File: src/rtl/secuencia_rtc.sv
// Sequencer in front of the RTC parallel-bus engine: one init write after reset, periodic
// six-register poll into a holding bank, and a one-deep slot for user writes.
module secuencia_rtc #(
   parameter logic [7:0]  INIT_ADDR = 8'h02,
   parameter logic [7:0]  INIT_DATA = 8'h10,
   parameter logic [7:0]  BASE_ADDR = 8'h21,
   parameter int unsigned REFRESH   = 100000,
   parameter int unsigned TIMEOUT   = 63
) (
   input  logic       clk,
   input  logic       reset,
   input  logic       flag_work_s,
   input  logic       tomar_dato,
   input  logic [7:0] data,
   input  logic       wr_req,
   input  logic [7:0] wr_addr,
   input  logic [7:0] wr_data,
   output logic       flag_in,
   output logic       lee_escribe_m,
   output logic [7:0] add,
   output logic [7:0] datos,
   output logic [7:0] seg,
   output logic [7:0] min,
   output logic [7:0] hora,
   output logic [7:0] dia,
   output logic [7:0] mes,
   output logic [7:0] anio,
   output logic       datos_validos,
   output logic       wr_ack,
   output logic       ocupado,
   output logic       error
);

   localparam logic [5:0]  TOUT_MAX = 6'(TIMEOUT);
   localparam logic [31:0] REF_LAST = 32'(REFRESH - 1);

   typedef enum logic [2:0] {
      StInit, StLanza, StEspIni, StEspFin, StDecide, StReposo, StFallo
   } state_e;

   state_e      state_q, state_d;
   logic [7:0]  add_q, add_d, datos_q, datos_d;
   logic        lee_q, lee_d;
   logic [7:0]  bank_q [6];
   logic [7:0]  bank_d [6];
   logic [7:0]  shadow_q, shadow_d;
   logic [2:0]  idx_q, idx_d;
   logic        sweep_q, sweep_d;
   logic        user_q, user_d;
   logic        pend_q, pend_d;
   logic [7:0]  pend_addr_q, pend_addr_d, pend_data_q, pend_data_d;
   logic [31:0] ref_cnt_q, ref_cnt_d;
   logic [5:0]  tout_q, tout_d;
   logic        error_q, error_d;
   logic        valid_q, valid_d;
   logic        ack_q, ack_d;

   always_comb begin
      state_d     = state_q;
      add_d       = add_q;
      datos_d     = datos_q;
      lee_d       = lee_q;
      bank_d      = bank_q;
      shadow_d    = shadow_q;
      idx_d       = idx_q;
      sweep_d     = sweep_q;
      user_d      = user_q;
      pend_d      = pend_q;
      pend_addr_d = pend_addr_q;
      pend_data_d = pend_data_q;
      ref_cnt_d   = ref_cnt_q;
      tout_d      = '0;
      error_d     = error_q;
      valid_d     = 1'b0;
      ack_d       = 1'b0;

      unique case (state_q)
         StInit: begin
            state_d = StLanza;
            add_d   = INIT_ADDR;
            datos_d = INIT_DATA;
            lee_d   = 1'b1;
            user_d  = 1'b0;
         end
         StLanza: state_d = StEspIni;
         StEspIni: begin
            if (flag_work_s)             state_d = StEspFin;
            else if (tout_q == TOUT_MAX) state_d = StFallo;
            else                         tout_d  = tout_q + 6'd1;
         end
         StEspFin: begin
            if (tomar_dato) shadow_d = data;
            if (!flag_work_s) begin
               state_d = StDecide;
               // Reads always commit the shadow, even if tomar_dato never rose.
               if (!lee_q) begin
                  if (idx_q < 3'd6) bank_d[idx_q] = shadow_d;
                  idx_d   = idx_q + 3'd1;
                  valid_d = (idx_q == 3'd5);
               end else if (user_q) begin
                  ack_d = 1'b1;
               end
            end else if (tout_q == TOUT_MAX) begin
               state_d = StFallo;
            end else begin
               tout_d = tout_q + 6'd1;
            end
         end
         StDecide: begin
            if (pend_q) begin
               state_d = StLanza;
               add_d   = pend_addr_q;
               datos_d = pend_data_q;
               lee_d   = 1'b1;
               user_d  = 1'b1;
               pend_d  = 1'b0;
            end else if (sweep_q && idx_q < 3'd6) begin
               state_d = StLanza;
               add_d   = BASE_ADDR + {5'd0, idx_q};
               datos_d = 8'h00;
               lee_d   = 1'b0;
               user_d  = 1'b0;
            end else begin
               state_d   = StReposo;
               sweep_d   = 1'b0;
               ref_cnt_d = '0;
            end
         end
         StReposo: begin
            if (pend_q) begin
               state_d = StDecide;
            end else if (ref_cnt_q == REF_LAST) begin
               state_d = StDecide;
               sweep_d = 1'b1;
               idx_d   = 3'd0;
            end else begin
               ref_cnt_d = ref_cnt_q + 32'd1;
            end
         end
         StFallo: begin
            state_d   = StReposo;
            error_d   = 1'b1;
            sweep_d   = 1'b0;
            ref_cnt_d = '0;
         end
         default: state_d = StInit;
      endcase

      // A request that lands while the slot is full replaces it.
      if (wr_req) begin
         pend_d      = 1'b1;
         pend_addr_d = wr_addr;
         pend_data_d = wr_data;
      end
   end

   always_ff @(posedge clk) begin
      if (reset) begin
         state_q     <= StInit;
         add_q       <= '0;
         datos_q     <= '0;
         lee_q       <= 1'b0;
         bank_q      <= '{default: '0};
         shadow_q    <= '0;
         idx_q       <= '0;
         sweep_q     <= 1'b0;
         user_q      <= 1'b0;
         pend_q      <= 1'b0;
         pend_addr_q <= '0;
         pend_data_q <= '0;
         ref_cnt_q   <= '0;
         tout_q      <= '0;
         error_q     <= 1'b0;
         valid_q     <= 1'b0;
         ack_q       <= 1'b0;
      end else begin
         state_q     <= state_d;
         add_q       <= add_d;
         datos_q     <= datos_d;
         lee_q       <= lee_d;
         bank_q      <= bank_d;
         shadow_q    <= shadow_d;
         idx_q       <= idx_d;
         sweep_q     <= sweep_d;
         user_q      <= user_d;
         pend_q      <= pend_d;
         pend_addr_q <= pend_addr_d;
         pend_data_q <= pend_data_d;
         ref_cnt_q   <= ref_cnt_d;
         tout_q      <= tout_d;
         error_q     <= error_d;
         valid_q     <= valid_d;
         ack_q       <= ack_d;
      end
   end

   assign flag_in       = (state_q == StLanza);
   assign ocupado       = (state_q == StLanza) || (state_q == StEspIni) || (state_q == StEspFin);
   assign lee_escribe_m = lee_q;
   assign add           = add_q;
   assign datos         = datos_q;
   assign seg           = bank_q[0];
   assign min           = bank_q[1];
   assign hora          = bank_q[2];
   assign dia           = bank_q[3];
   assign mes           = bank_q[4];
   assign anio          = bank_q[5];
   assign datos_validos = valid_q;
   assign wr_ack        = ack_q;
   assign error         = error_q;

endmodule

File: config.mk
export PLATFORM = sky130hd
export DESIGN_NAME = secuencia_rtc
export DESIGN_NICKNAME = d
export VERILOG_FILES = /design/src/rtl/secuencia_rtc.sv
export SDC_FILE = /design/constraint.sdc
export NUM_CORES = 1
export LEC_CHECK = 0
export CORE_MARGIN = 10
export CORE_UTILIZATION = 47
export DETAILED_ROUTE_END_ITERATION = 8
export PLACE_DENSITY = 0.8
export SLEW_MARGIN = 20
export SYNTH_ARGS = -nofsm -noshare
export SYNTH_HDL_FRONTEND = slang
export SYNTH_SLANG_ARGS = --single-unit
export TNS_END_PERCENT = 30
File: constraint.sdc
create_clock -name clk -period 3.1 [get_ports clk]
set_clock_uncertainty 0.05 [all_clocks]
set_input_delay 0.62 -clock clk [delete_from_list [all_inputs] [get_ports clk]]
set_output_delay 0.62 -clock clk [all_outputs]
set_load 0.05 [all_outputs]
After elaboration in Yosys (flattened, before gate mapping)
Index checks and enable logic that the tools add are counted.
{ "totals": {"output_inout_bits": 70, "wordCells": 112, "regBits": 139, "inputBits": 29} }
{ "op_classes": {"n_bitwise": 4, "reduce_logical": 16, "eq_ne": 18, "order_cmp": 3, "mux": 45, "add_sub_neg": 4} }
{ "ops": {"columns": ["operator", "n"], "rows": [
  ["32-bit 2-to-1 mux", 4],
  ["32-bit one-hot mux with 3 select lines", 1],
  ["8-bit 2-to-1 mux", 7],
  ["48-bit bitwise mux", 1],
  ["3-bit 2-to-1 mux", 11],
  ["32-bit by 1-bit adder with 32-bit output (second input constant)", 1],
  ["32-bit by 17-bit equality test with 1-bit output (second input constant)", 1],
  ["8-bit one-hot mux with 2 select lines", 2],
  ["8-bit demux with 3-bit select", 1],
  ["3-bit one-hot mux with 7 select lines", 1],
  ["6-bit 2-to-1 mux", 3],
  ["5-bit AND reduction", 3],
  ["2-bit != test (second input constant)", 7],
  ["3-bit equality test (second input constant)", 4],
  ["6-bit one-hot mux with 2 select lines", 1],
  ["1-bit 2-to-1 mux", 9],
  ["4-bit OR reduction", 2],
  ["6-bit by 3-bit adder with 7-bit output (first input constant)", 1],
  ["6-bit by 1-bit adder with 6-bit output (second input constant)", 1],
  ["3-bit by 2-bit equality test with 1-bit output (second input constant)", 2],
  ["6-bit equality test (second input constant)", 1],
  ["3-bit != test (second input constant)", 2],
  ["3-bit one-hot mux with 2 select lines", 1],
  ["2-bit nonzero test", 3],
  ["other kinds (15)", 20]
]} }

Logic depth before layout (Yosys ltp)
Gate-level depths: netlist of run 1.
{ "depth": {"depth_word": 6, "depth_mapped": 8} }

Worst setup path after synthesis of run 1
Ideal clock, no wire load.
{ "synth_timing": {"path_kind": "reg2out", "startpoint": "register state_q[2]", "endpoint": "output flag_in", "arrival_ps": 1681, "slack_ps": 749, "required_ps": 2430, "stages_incl_launch_ff": 3, "path_buffers": 1, "cell_sequence": "dfxtp_1 -> clkbuf_1 -> nor3b_1"} }
{ "synth_via": {"elab_chain_cells": 1} }
{ "synth_rtl": {"columns": ["element", "line_no", "source"], "rows": [
  ["from (decl)", "41", "state_e state_q, state_d;"],
  ["from (signal assigned)", "159", "state_q <= StInit;"],
  ["from (signal assigned)", "177", "state_q <= state_d;"],
  ["3-bit by 1-bit equality test with 1-bit output", "197", "assign flag_in = (state_q == StLanza);"],
  ["to (decl)", "18", "output logic flag_in,"]
]} }
Every way passes these cells.

Final worst setup path of run 1
{ "layout_timing": {"startpoint": "register state_q[0]", "endpoint": "output ocupado"} }
{ "layout_via": {"elab_chain_cells": 3, "elab_cells_between_ends": 5} }
{ "layout_rtl": {"columns": ["element", "line_no", "source"], "rows": [
  ["3-bit by 1-bit equality test with 1-bit output / 3-bit by 2-bit equality test with 1-bit output (equally long branches)", "198", "assign ocupado = (state_q == StLanza) || (state_q == StEspIni) || (state_q == StEspFin);"],
  ["1-bit logical OR", "198", null],
  ["1-bit logical OR *", "198", null],
  ["to (decl)", "30", "output logic ocupado,"]
]} }
Mark *: on every way between the ends. The rest lies on a longest branch, timed or not.

==> impl_metrics.py, run 1 <==
metrics = {
    "run_status": {
        "status": "complete, no violations",
    },
    "logic_synthesis": {
        "avgSynthCellArea_sq_um": 8.71,
        "synth_compound_area_frac": 0.208,
        "synth_edf_count": 0,
        "ys_ff_latch": 139,
        "synth-xor-area-share": 0.00878,
        "synth_nets": 720,
        "synth_adder_area_share": 0.0100,
        "synth_cell_types": 63,
        "ys_warn_count": 0,
        "synthArstFlopShare": 0,
        "netlist_area_sq_mm": 0.00598,
        "syn-instance-count": 687,
        "synthMuxAreaShare": 0.0435,
        "synth_ff_type": "dfxtp_1",
        "synth_top_family_by_area": "simple AND/OR/NAND/NOR gates",
        "yosysSeqAreaShare": 0.465,
        "synth-simple-area-share": 0.225,
    },
    "power_and_ir_drop": {
        "cellPowerDensity_mw_per_mm2": 532,
        "sw_frac_of_total": 0.233,
        "p_leak_nw": 2.62,
        "clkPwrFrac": 0.468,
        "comb_power_share": 0.078,
        "seqPwrFrac": 0.454,
        "p_sw_mw": 0.953,
        "ir_drop_uv": 364,
        "p_int_mw": 3.13,
    },
    "min_path": {
        "hold_class": "flip-flop to flip-flop",
    },
    "placed_design": {
        "pre_cts_ws_ns": 0.555,
        "post-dp-hpwl_um": 11500,
        "dp_cells": 928,
        "portBuffers": 98,
        "gp_congestion": 0.856,
        "place_area_sq_mm": 0.00713,
    },
    "clocking": {
        "clk-insertion-delay-late_ns": 0.42,
        "cts_setup_buffers": 0,
        "clockBufferDepth": 2,
        "cts_inserted_buffers": 17,
        "ctsResizeCount": 0,
        "clk_pin_slew_ns": 0.06,
        "cts_hold_buf": 0,
        "cts_num_sinks": 139,
        "htreeDepth": 4,
        "clockRootBuffer": "clkbuf_16",
        "cts_tree": "yes",
    },
    "sta": {
        "hold_viol_final": 0,
        "fin_ws_ns": 0.305,
        "fin_crit_ns": 2.79,
        "finalCritPeriodShare": 0.902,
        "setup_viol": 0,
        "drv_slew": 0,
        "tightest_slew_ns": 0.811,
        "slew-limit-headroom": 0.455,
        "max_freq_mhz": 358,
        "grt_setup_unrepaired": "no",
        "finalSetupTns_ns": 0,
    },
    "worst_setup_path": {
        "cp_max_fo": 14,
        "end_kind": "primary output",
        "cp.arrival_ns": 2.12,
        "start_kind": "flip-flop",
        "cp.required_ns": 2.43,
        "critPathKind": "flip-flop to primary output",
    },
    "route": {
        "wirelength_um": 16600,
        "viasPerCell": 5.80,
        "dr.pass1.iters": 5,
        "dr.first_iter.drc_count": 489,
        "ant_nets": 0,
        "drc": 0,
        "vias": 5565,
        "wl_per_cell_um": 17.3,
    },
    "floorplan": {
        "io_pins": 99,
        "core-area_sq_mm": 0.0125,
        "fp.dieW_um": 133,
        "dieArea_sq_mm": 0.0176,
        "rows": 41,
        "die_h_um": 133,
        "start_util": 0.478,
    },
    "final_layout": {
        "utilization": 0.614,
        "final_nets": 808,
        "fin_area_sq_mm": 0.00768,
        "areaGrowthSynthToFinish_pct": 28.4,
        "stdcell_count": 959,
        "final_layout_size_suffix_gt1_frac": 0.0851,
        "diodes": 0,
    },
    "job": {
        "cap_violations": 0,
    },
    "grt": {
        "grt_pass1_wl_um": 27400,
        "antenna_found_initial": 0,
        "grt_pass1_vias": 5438,
        "grt.overflow.total": 0,
        "grt_max_degree": 50,
        "track_usage": 0.186,
    },
}
==> flip-flops by register name, summed over array words and instances (netlist names), 3 cells and up <==
name and flops:
ref_cnt_q 32, add 8, anio 8, datos 8, dia 8, hora 8, mes 8, min 8
pend_addr_q 8, pend_data_q 8, seg 8, shadow_q 8, tout_q 6, idx_q 3, state_q 3
==> critical path, stage by stage (launching register included) <==
cell and delay, ns:
dfxtp_1 0.60, nor2_1 0.13, nor2_1 0.15, clkdlybuf4s50_1 0.83
==> placed cells by master, fill, tap and decap left out, types with 5 or more instances in the layout <==
| cell | Yosys | routed |
|---|---|---|
| nand4_1 | 8 | 8 |
| or4_1 | 7 | 7 |
| a22oi_1 | 10 | 10 |
| nand2b_1 | 6 | 6 |
| clkbuf_1 | 39 | 5 |
| and3_1 | 8 | 8 |
| buf_4 | 2 | 21 |
| clkdlybuf4s50_1 | 0 | 97 |
| a211oi_1 | 37 | 37 |
| dfxtp_1 | 139 | 139 |
| and4_1 | 7 | 7 |
| mux2i_1 | 26 | 26 |
| a31oi_1 | 14 | 14 |
| nand2_1 | 32 | 32 |
| or3_1 | 5 | 5 |
| nor3_1 | 12 | 11 |
| nand3_1 | 20 | 20 |
| o31ai_1 | 5 | 5 |
| nor2b_1 | 7 | 7 |
| nor2_1 | 143 | 143 |
| o21ai_0 | 13 | 13 |
| clkbuf_16 | 0 | 17 |
| a21oi_1 | 47 | 47 |
| a311oi_1 | 11 | 11 |
| a311oi_2 | 9 | 9 |
| inv_1 | 7 | 7 |
==> cells by family after synthesis <==
logic type	after synthesis
flip-flops	139
adder cells (fa/ha/maj)	5
XOR/XNOR	6
multiplexers	26
AO/OA/AOI/OAI	175
buffers and inverters	56
AND/OR/NAND/NOR	280
==> synth_stat cells, types with 5 or more instances <==
| master | instances | share of area |
|---|---|---|
| a21oi_1 | 47 | 0.039 |
| nand2_1 | 32 | 0.020 |
| clkbuf_1 | 39 | 0.024 |
| nand2b_1 | 6 | 0.0063 |
| or3_1 | 5 | 0.0052 |
| buf_2 | 6 | 0.0050 |
| and4_1 | 7 | 0.010 |
| or4_1 | 7 | 0.0088 |
| a211oi_1 | 37 | 0.046 |
| and3_1 | 8 | 0.0084 |
| inv_1 | 7 | 0.0044 |
| dfxtp_1 | 139 | 0.47 |
| a311oi_2 | 9 | 0.023 |
| a31oi_1 | 14 | 0.015 |
| mux2i_1 | 26 | 0.044 |
| o31ai_1 | 5 | 0.0063 |
| nor2_1 | 143 | 0.090 |
| nor2b_1 | 7 | 0.0073 |
| a311oi_1 | 11 | 0.016 |
| nand4_1 | 8 | 0.0084 |
| nand3_1 | 20 | 0.017 |
| a22oi_1 | 10 | 0.013 |
| o21ai_0 | 13 | 0.011 |
| nor3_1 | 12 | 0.010 |
==> per-layer routing <==
metal	GRT usage	up-vias	part of all wire
met5	0	-	0
met4	0.0795	0	0.026
met3	0.0655	40	0.081
met2	0.309	220	0.49
met1	0.212	2626	0.40
li1	-	2679	-
==> per-stage QoR <==
stage,power [mW],hold WS [ns]
floorplan,2.09,0.368
global placement,2.20,0.377
detailed placement,2.21,0.394
CTS,4.10,0.408
global route,4.21,0.425
finish,4.09,0.407
==> worst paths after layout <==
kind	start	end	slack, ns	cells after the start
max	state_q[0]	ocupado	0.31	3
max reg2reg	ref_cnt_q[14]	ref_cnt_q[13]	0.55	5
min	tout_q[0]	tout_q[0]	0.41	1
min reg2reg	tout_q[0]	tout_q[0]	0.41	1
==> final cells by class <==
cell class	instances	area, sq um
Fill cell	1035	4840
Tap cell	172	215
Sequential cell	139	2780
Clock buffer	23	458
Inverter	7	26.3
Timing Repair Buffer	118	1130
Clock inverter	8	95.1
Multi-Input combinational cell	492	2980
==> power by group through the flow <==
stage          Combinational (mW)  Sequential (mW)  Clock (mW)
2_1_floorplan               0.181             1.91           0
3_5_place_dp                0.316             1.89           0
3_3_place_gp                0.308             1.89           0
6_report                    0.319             1.85        1.91
4_1_cts                     0.319             1.85        1.92
5_1_grt                     0.347             1.86        2.01
No activity file was read; power rests on OpenSTA's default activity.
==> inputs of run 2 (changes only) <==
Settings changed: REMOVE_ABC_BUFFERS set to 1.
==> run 2 against run 1 <==
Wire length increased by 0.37%. Flip-flop and latch count unchanged. First-iteration DRC count increased by 3.7%. Die area unchanged. Worst setup slack got worse by 0.036 ns. Critical path type unchanged. Largest power group unchanged. Highest routed layer unchanged.
==> impl_metrics.py, run 2 (synthesis gave the netlist of run 1 again) <==
metrics = {
    "clocking": {
        "clk-insertion-delay-late_ns": 0.41,
        "cts_tree": "yes",
        "htreeDepth": 4,
        "cts_hold_buf": 0,
        "cts_num_sinks": 139,
        "cts_setup_buffers": 0,
        "ctsResizeCount": 0,
        "cts_inserted_buffers": 17,
        "clockRootBuffer": "clkbuf_16",
        "clk_pin_slew_ns": 0.06,
        "clockBufferDepth": 2,
    },
    "route": {
        "wl_per_cell_um": 17.4,
        "dr.pass1.iters": 5,
        "dr.first_iter.drc_count": 507,
        "drc": 0,
        "wirelength_um": 16700,
        "vias": 5561,
        "viasPerCell": 5.79,
        "ant_nets": 0,
    },
    "worst_setup_path": {
        "cp_max_fo": 14,
        "critPathKind": "flip-flop to primary output",
        "end_kind": "primary output",
        "ff2ff_path_depth": 5,
        "cp.arrival_ns": 2.16,
        "cp.required_ns": 2.43,
        "start_kind": "flip-flop",
    },
    "final_layout": {
        "areaGrowthSynthToFinish_pct": 30.0,
        "final_common_cell": "nor2_1",
        "final_nets": 809,
        "diodes": 0,
        "final_layout_size_suffix_gt1_frac": 0.0925,
        "fill_cells": 1064,
        "final_cell_mix": "143 x nor2_1, 139 x dfxtp_1, 97 x clkdlybuf4s50_1, 47 x a21oi_1, 37 x a211oi_1",
        "largest-register": "ref_cnt_q",
        "largest_reg_flops": 32,
        "utilization": 0.621,
    },
    "sta": {
        "grt_setup_unrepaired": "no",
        "finalCritPeriodShare": 0.913,
        "slew-limit-headroom": 0.431,
        "fin_crit_ns": 2.83,
        "hold_viol_final": 0,
        "max_freq_mhz": 353,
        "tightest_slew_ns": 0.846,
        "drv_slew": 0,
        "fin_ws_ns": 0.270,
        "setup_viol": 0,
        "finalSetupTns_ns": 0,
        "hold_slack_ns": 0.410,
    },
    "run_status": {
        "status": "complete, no violations",
    },
    "grt": {
        "grt_max_degree": 80,
        "grt.overflow.total": 0,
        "grt_pass1_vias": 5382,
        "antenna_found_initial": 0,
        "grt_pass1_wl_um": 27000,
        "track_usage": 0.184,
    },
    "power_and_ir_drop": {
        "p_leak_nw": 2.66,
        "p_total_mw": 4.28,
        "ir_drop_uv": 597,
        "cellPowerDensity_mw_per_mm2": 551,
    },
    "placed_design": {
        "gp_congestion": 0.884,
        "portBuffers": 98,
        "pre_cts_ws_ns": 0.492,
        "post-dp-hpwl_um": 11500,
    },
    "floorplan": {
        "io_pins": 99,
        "die_h_um": 133,
        "start_util": 0.478,
        "dieArea_sq_mm": 0.0176,
        "core-area_sq_mm": 0.0125,
        "rows": 41,
        "fp.dieW_um": 133,
    },
    "job": {
        "cap_violations": 0,
    },
    "min_path": {
        "hold_class": "flip-flop to flip-flop",
        "min_path_cells": 2,
    },
}
==> run 2: changes by cell type in the layout (fill, tap and decap cells not counted) <==
cell        before  now
clkbuf_1         5    0
clkbuf_8         1    4
buf_12           0    2
buf_4           21   20
bufinv_16        2    3
clkinv_4         0    1
clkinvlp_4       2    3
nor3_1          11   12
nor3_2           1    0
==> run 2: layout make-up <==
| class | instances | area (sq um) | share of cell area |
|---|---|---|---|
| tap | 172 | 215 | 0.0277 |
| timing repair buffer | 119 | 1160 | 0.149 |
| multi-input combinational | 492 | 2970 | 0.382 |
| clock inverter | 11 | 141 | 0.0182 |
| sequential | 139 | 2780 | 0.358 |
| clock buffer | 21 | 480 | 0.0618 |
| inverter | 7 | 26.3 | 0.00338 |
==> run 2: metal layers <==
layer,global-route usage,share of wire,vias up
met1,0.221,0.43,2637
met5,0,0,-
li1,-,-,2683
met2,0.299,0.48,218
met3,0.0636,0.074,23
met4,0.0636,0.015,0
==> run 2: power by group <==
| group | total, mW | internal (mW) | leakage (nW) | switching, mW |
|---|---|---|---|---|
| clock network | 2.10 | 1.35 | 0.301 | 0.757 |
| logic | 0.328 | 0.124 | 1.24 | 0.205 |
| registers | 1.85 | 1.82 | 1.13 | 0.0314 |
==> run 2: worst max-delay path: stages, from the launching register on <==
cell             delay, ns
dfxtp_1               0.59
nor3b_1               0.30
clkdlybuf4s50_1       0.86
==> run 2: worst paths after layout <==
check	startpoint	end	slack, ns
setup / recovery	state_q[0]	flag_in	0.27
hold / removal	add[3]	add[3]	0.41
setup reg to reg	ref_cnt_q[14]	ref_cnt_q[9]	0.49
hold reg to reg	add[3]	add[3]	0.41
==> run 2: stage by stage <==
stage	std cells	instance area, sq um
after global placement	929	7160
after floorplan	638	5780
after CTS	961	7780
final	961	7780
after global routing	961	7780
after detailed placement	929	7160
==> inputs of run 3 (changes only) <==
Settings changed: SLEW_MARGIN 20 to 0.
==> results of run 3 <==
No change in the layout: final DEF, timing and power equal those of run 2.
